<file path="config.mk">
export PLATFORM = sky130hd
export DESIGN_NAME = branch_history_table
export DESIGN_NICKNAME = d
export VERILOG_FILES = /design/src/rtl/branch_history_table.sv
export SDC_FILE = /design/constraint.sdc
export NUM_CORES = 1
export LEC_CHECK = 0
export CAP_MARGIN = 5
export CORE_ASPECT_RATIO = 0.8
export CORE_MARGIN = 2
export CORE_UTILIZATION = 35
export CTS_CLUSTER_DIAMETER = 120
export CTS_CLUSTER_SIZE = 24
export DETAILED_ROUTE_END_ITERATION = 12
export DONT_BUFFER_PORTS = 1
export SYNTH_ARGS = -nofsm -noshare
export SYNTH_HDL_FRONTEND = slang
export SYNTH_SLANG_ARGS = --single-unit
</file>
<file path="constraint.sdc">
create_clock -name clk -period 3.7 [get_ports clk]
set_clock_uncertainty 0.05 [all_clocks]
set_input_delay 0.555 -clock clk [delete_from_list [all_inputs] [get_ports clk]]
set_output_delay 0.555 -clock clk [all_outputs]
set_load 0.005 [all_outputs]
</file>
<file path="src/rtl/branch_history_table.sv">
// Fully-associative branch history table: combinational IF-stage prediction,
// one resolved branch/jump written back from EXE per cycle.
module branch_history_table #(
  parameter int         ENTRIES  = 8,
  parameter int         ADDR_W   = 12,
  parameter logic [1:0] CNT_INIT = 2'b10
) (
  input  logic              clk,
  input  logic              rst,
  input  logic [ADDR_W-1:0] insert_ins_addr,
  input  logic [ADDR_W-1:0] insert_ins_next_addr,
  input  logic              is_branch,
  input  logic              is_suc,
  input  logic [ADDR_W-1:0] query_ins_addr,
  output logic [ADDR_W-1:0] predict_addr,
  output logic              predict_jump
);

  localparam int IDX_W = (ENTRIES > 1) ? $clog2(ENTRIES) : 1;

  logic              r_valid  [ENTRIES];
  logic [ADDR_W-1:0] r_tag    [ENTRIES];
  logic [ADDR_W-1:0] r_target [ENTRIES];
  logic [1:0]        r_cnt    [ENTRIES];
  logic [IDX_W-1:0]  r_rp;

  logic              w_q_hit;
  logic              w_q_taken;
  logic [ADDR_W-1:0] w_q_target;

  logic              w_ins_hit;
  logic [IDX_W-1:0]  w_ins_idx;
  logic              w_has_free;
  logic [IDX_W-1:0]  w_free_idx;
  logic [IDX_W-1:0]  w_victim;
  logic [1:0]        w_cnt_next;

  // Query reads only registered state, so a same-cycle insert is not visible yet.
  always_comb begin
    // NOTE: every always_comb output gets a default first so no path can infer a latch.
    w_q_hit    = 1'b0;
    w_q_taken  = 1'b0;
    w_q_target = '0;
    for (int i = 0; i < ENTRIES; i++) begin
      if (r_valid[i] && (r_tag[i] == query_ins_addr)) begin
        w_q_hit    = 1'b1;
        w_q_taken  = r_cnt[i][1];
        w_q_target = r_target[i];
      end
    end
  end

  assign predict_jump = w_q_hit & w_q_taken;
  assign predict_addr = w_q_target;

  always_comb begin
    w_ins_hit = 1'b0;
    w_ins_idx = '0;
    for (int i = 0; i < ENTRIES; i++) begin
      if (r_valid[i] && (r_tag[i] == insert_ins_addr)) begin
        w_ins_hit = 1'b1;
        w_ins_idx = IDX_W'(i);
      end
    end
  end

  // Scan downward so the lowest-index invalid entry is the last one written.
  always_comb begin
    w_has_free = 1'b0;
    w_free_idx = '0;
    for (int i = ENTRIES - 1; i >= 0; i--) begin
      if (!r_valid[i]) begin
        w_has_free = 1'b1;
        w_free_idx = IDX_W'(i);
      end
    end
  end

  assign w_victim = w_has_free ? w_free_idx : r_rp;

  always_comb begin
    w_cnt_next = r_cnt[w_ins_idx];
    if (is_suc) begin
      if (r_cnt[w_ins_idx] != 2'b11) w_cnt_next = r_cnt[w_ins_idx] + 2'b01;
    end else begin
      if (r_cnt[w_ins_idx] != 2'b00) w_cnt_next = r_cnt[w_ins_idx] - 2'b01;
    end
  end

  always_ff @(posedge clk or negedge rst) begin
    if (!rst) begin
      // NOTE: the table itself is reset, not just valid bits, so a cleared
      // table reports predict_addr=0 and no stale target can leak out.
      for (int i = 0; i < ENTRIES; i++) begin
        r_valid[i]  <= 1'b0;
        r_tag[i]    <= '0;
        r_target[i] <= '0;
        r_cnt[i]    <= '0;
      end
      r_rp <= '0;
    end else if (is_branch) begin
      // NOTE: non-blocking assignments keep every entry update based on pre-edge state.
      if (w_ins_hit) begin
        r_cnt[w_ins_idx] <= w_cnt_next;
        if (is_suc) r_target[w_ins_idx] <= insert_ins_next_addr;
      end else if (is_suc) begin
        r_valid[w_victim]  <= 1'b1;
        r_tag[w_victim]    <= insert_ins_addr;
        r_target[w_victim] <= insert_ins_next_addr;
        r_cnt[w_victim]    <= CNT_INIT;
        // Round-robin pointer moves only when a live entry is evicted.
        if (!w_has_free) r_rp <= r_rp + IDX_W'(1);
      end
    end
  end

endmodule

</file>
# Word level (Yosys, flattened, before mapping)

Index checks and enable logic that the tools add are counted.

$add $sub $neg: 3
Magnitude comparators: 4
Equal/unequal tests: 17
Multiplexer cells: 81
Bitwise gates (word level): 9
Reduce and logical (&&, ||, !) cells: 24

Operators with widths:

| kind                  | count |
|---|---|
| $bwmux W96            | 3 |
| $mux W96              | 3 |
| $eq A12 B12 Y1        | 16 |
| $mux W12              | 10 |
| $demux W12 S3         | 2 |
| $mux W3               | 15 |
| $mux W1               | 34 |
| $mux W16              | 2 |
| $logic_and A1 B1 Y1   | 18 |
| $bwmux W16            | 1 |
| $or A8 B8 Y8          | 2 |
| $mux W2               | 7 |
| $demux W2 S3          | 2 |
| $and A8 B8 Y8         | 1 |
| $ge A4 B4 Y1 const B  | 2 |
| $lt A4 B1 Y1 const B  | 2 |
| $not A3 Y4            | 2 |
| $not A8 Y8            | 1 |
| $bmux W2 S3           | 1 |
| $reduce_and A2 Y1     | 2 |
| $reduce_and A4 Y1     | 1 |
| $reduce_bool A2 Y1    | 2 |
| $add A3 B1 Y3 const B | 1 |
| $demux W1 S3          | 1 |
| other kinds (6)       | 7 |

Register bits after elaboration: 219
Input port bits: 40
Output and inout port bits: 13

# Longest topological paths before layout

Depth in word-level cells: 18
Mapped depth: 14
Gate-level depth less buffers: 9

# Worst setup path after synthesis

Ideal clock, no wire load.

Path type: input to output
From: input query_ins_addr[11]
To: output predict_addr[9]
Arrival: 2.803 ns
Required time: 3.095 ns
Setup slack: 0.292 ns
Stages: 10
Buffers on the path: 2
Cell sequence: clkbuf_1 > xor2_1 > nor4_1 > nand4_1 > nor4_1 > clkbuf_1 > nand2_1 > o21ai_0 > mux2i_1 > o221ai_1

Cells in the longest elaborated chain, start to end: 10
Elaborated cells between the ends (all ways): 24
Those cells by class: eq/ne: 8; mux: 8; reduce/logical: 8

RTL lines:

| element               | RTL line | RTL |
|---|---|---|
| start: declaration    | 14       | `input logic [ADDR_W-1:0] query_ins_addr,` |
| $eq A12 B12 Y1        | 45       | `if (r_valid[i] && (r_tag[i] == query_ins_addr)) begin` |
| $logic_and A1 B1 Y1   | 45       |  |
| $mux W12 (7 in a row) | 45       |  |
| $mux W12 (*)          | 45       |  |
| end: declaration      | 15       | `output logic [ADDR_W-1:0] predict_addr,` |

Mark *: on every way between the ends. The rest lies on a longest branch, timed or not.

# Worst setup path in the final report

From: register r_tag[94] in the netlist's numbering
To: output predict_addr[0]

Cells in the longest elaborated chain, start to end: 10

RTL lines:

| element                          | RTL line | RTL |
|---|---|---|
| start: declaration               | 22       | `logic [ADDR_W-1:0] r_tag [ENTRIES];` |
| start signal: indexed assignment | 108      | `r_tag[w_victim] <= insert_ins_addr;` |
| $eq A12 B12 Y1                   | 45       |  |
| $logic_and A1 B1 Y1              | 45       |  |
| $mux W12 (8 in a row)            | 45       |  |

No other way between the ends.

==> impl_metrics.env <==
export IMPL_yosysTopAreaCell="dfrtp_1"
export IMPL_r2r_slack_ns=0.43
export IMPL_period_needed_ns=3.558
export IMPL_numCtsBuffers=13
export IMPL_routedWlPerCell_um=21.35
export IMPL_gp_congestion=0.8536
export IMPL_num_io_pins=53
export IMPL_syn_to_final_growth_pct=7.472
export IMPL_cp_max_fo=12
export IMPL_dr_pass1_iters=5
export IMPL_start_util_pct=35.24
export IMPL_grt_util_all_layers_pct=18.09
export IMPL_cts_sinks=219
export IMPL_cts_tree="built"
export IMPL_yosysSeqAreaShare_pct=45.08
export IMPL_synthTopCellsByCount="219 x dfrtp_1, 160 x mux2_2, 157 x xnor2_1"
export IMPL_io_buffers=0
export IMPL_drt_iter0_drc=536
export IMPL_p_per_area_nw_per_um2=689.2
export IMPL_p_sw_share_pct=33.76
export IMPL_dp_hpwl_um=21640
export IMPL_p_switching_mw=3.041
export IMPL_pre_cts_ws_ns=0.08710
export IMPL_tns_ns=0
export IMPL_dieWidth_um=212.4
export IMPL_synth_cell_types=71
export IMPL_synth_top_area_share_pct=45.08
export IMPL_drv_cap=0
export IMPL_grt_max_degree=220
export IMPL_hold_ws_ns=-0.3012
export IMPL_seqPwrFrac_pct=48.8
export IMPL_yosys_warnings=0
export IMPL_multi_input_area_um2=6319
export IMPL_tightest_slew_ns=0.7965
export IMPL_drive_above_1_share_pct=24.90
export IMPL_crit_arrival_ns=2.95
export IMPL_worstSetupPathType="reg -> out"
export IMPL_fp_dieH_um=170.7
export IMPL_rsz0062_at_grt="no"
export IMPL_status="finished, violations left"
export IMPL_finalCritPeriodShare_pct=96.15
export IMPL_cp_required_ns=3.09
export IMPL_crit_path_start_kind="register"
export IMPL_grt_pass1_wl_um=49960
export IMPL_slew_violations=0
export IMPL_endpoint_kind="output pin"
export IMPL_synth_async_reset_ratio_pct=100.0
export IMPL_p_leak_nw=5.140
export IMPL_core_area_um2=34500
export IMPL_root_buffer="clkbuf_16"
export IMPL_netlist_top_cells_area="dfrtp_1 45%, mux2_2 15%, xnor2_1 11%"
export IMPL_nets=1081
export IMPL_antenna_cells=0
export IMPL_clk_insertion_delay_late_ns=0.49
export IMPL_syn_avg_cell_area_um2=11.49
export IMPL_cts_clk_slew_worst_paths_ns=0.10
export IMPL_ant_nets=0
export IMPL_syn_cell_area_um2=12160
export IMPL_hold_class="in -> async"
export IMPL_combinationalPowerShare_pct=34.7
export IMPL_nFillCells=3417
export IMPL_route_detailed_drc=0
export IMPL_synth_net_count=1099
export IMPL_finalWirelength_um=32280
export IMPL_cts_setup_buffers=0
export IMPL_cts_buffer_depth=3
export IMPL_antenna_found_initial=0
export IMPL_register_area_um2=5480
export IMPL_synth_edff_count=0
export IMPL_grt_pass1_vias=8052
export IMPL_cts_max_level=1
export IMPL_slew_headroom_pct=46.41
export IMPL_die_area_um2=36250
export IMPL_max_clock_freq_ghz=0.2811
export IMPL_ys_flop_type="dfrtp_1"
export IMPL_irDropWorstVdd_mv=0.3487
export IMPL_intPower_mw=5.965
export IMPL_ys_ff_latch=219
export IMPL_layout_cells_non_filler=1512
export IMPL_clockPowerShare_pct=16.5
export IMPL_failed_checks="hold timing"
export IMPL_finalPower_mw=9.006
export IMPL_syn_inst=1058
export IMPL_setup_slack_ns=0.1425
export IMPL_finalHoldViolations=219
export IMPL_synth_most_common_cell="dfrtp_1"
export IMPL_rows=61
export IMPL_finalSetupViolCount=0
export IMPL_dp_cells=1497
export IMPL_grt_overflow=0
export IMPL_via_per_inst=5.331
export IMPL_vias=8061
-- sequential cells by signal (all words and copies together), names as in the netlist --
signal,count
r_target,96
r_tag,96
r_valid,8
r_cnt,16
r_rp,3
-- worst max-delay path, cell delays in order, from the launching register on --
cell	delay, ns
dfrtp_1	0.43
xor2_1	0.18
nor4_1	0.32
nand4_1	0.20
nor3_4	0.24
buf_6	0.22
a22o_1	0.15
mux2i_1	0.06
o21ai_0	0.16
mux2i_1	0.14
o221ai_1	0.36
-- stage by stage --
step / utilization (%) / instance area (um^2)
2_1_floorplan: - / 12160
5_1_grt: 37.88 / 13070
3_5_place_dp: 36.77 / 12690
4_1_cts: 37.79 / 13040
3_3_place_gp: 36.77 / 12690
6_report: 37.88 / 13070
-- repair_timing --
action / 4_1_cts / 5_1_grt
endpoints found under the hold margin: 219 / 219
resized for setup: 1 / 9
pin swaps: 0 / 0
endpoints found under the setup margin: 1 / 24
-- routing by layer --
metal | track usage (%) | wire length, um
met3 | 2.753 | 1587
met1 | 27.58 | 16150
met2 | 26.66 | 13960
met5 | 0 | 0
met4 | 4.378 | 584
-- layout by cell type, fill, tap and decap left out, drive strengths merged, types with 2 or more instances in the layout --
cell	synthesis	layout
a21boi	3	3
a21o	3	3
a21oi	25	25
a221oi	2	2
a22o	13	13
a22oi	2	2
a31oi	4	4
and3	2	2
buf	43	36
clkbuf	26	13
dfrtp	219	219
inv	14	15
mux2	194	194
mux2i	30	30
nand2	68	68
nand2b	6	6
nand3	25	25
nand3b	5	5
nand4	29	29
nor2	31	31
nor2b	2	2
nor3	12	12
nor4	21	21
o211ai	2	2
o21ai	38	38
o221ai	7	7
o2bb2ai	2	2
o31ai	4	4
o32ai	2	2
or2	6	6
or3	3	3
or4	4	4
xnor2	158	158
xor2	37	37
-- path summary, 6_finish.rpt --
| kind | startpoint | end | cells after the start |
|---|---|---|---|
| setup / recovery | r_tag[94] | predict_addr[0] | 10 |
| hold / removal | rst | r_tag[7] | 0 |
| setup reg to reg | r_tag[10] | r_target[56] | 11 |
| hold reg to reg | r_rp[2] | r_rp[2] | 1 |
| max in group asynchronous | rst | r_target[14] | 0 |
| min in group clk | is_branch | r_cnt[1] | 1 |
-- power groups by stage --
stage | logic [mW] | registers (mW) | clock network [mW]
6_report | 3.13 | 4.39 | 1.49
5_1_grt | 3.42 | 4.54 | 1.60
4_1_cts | 3.11 | 4.38 | 1.53
3_5_place_dp | 3.10 | 4.42 | 0
3_3_place_gp | 3.04 | 4.37 | 0
2_1_floorplan | 2.65 | 4.17 | 0
-- final cells by class --
class                   count  area share [%]
multi-input cells         756           48.36
flip-flops and latches    219           41.94
well taps                 472           4.520
clock buffers              13           2.490
repair buffers             36           2.097
inverters                  14          0.4022
clock inverters             2          0.1915
-- logic make-up (layout without fill, tap and decap cells) --
group           count (synthesis)  after routing  synth area share (%)
mux                           225            225                 20.62
simple gates                  216            216                 9.550
compound gates                119            119                 6.978
xor+xnor                      195            195                 14.11
fa+ha+maj                       1              1                0.1029
flops                         219            219                 45.08
buf+inv                        83             65                 3.561
No activity file was read; power rests on OpenSTA's default activity.
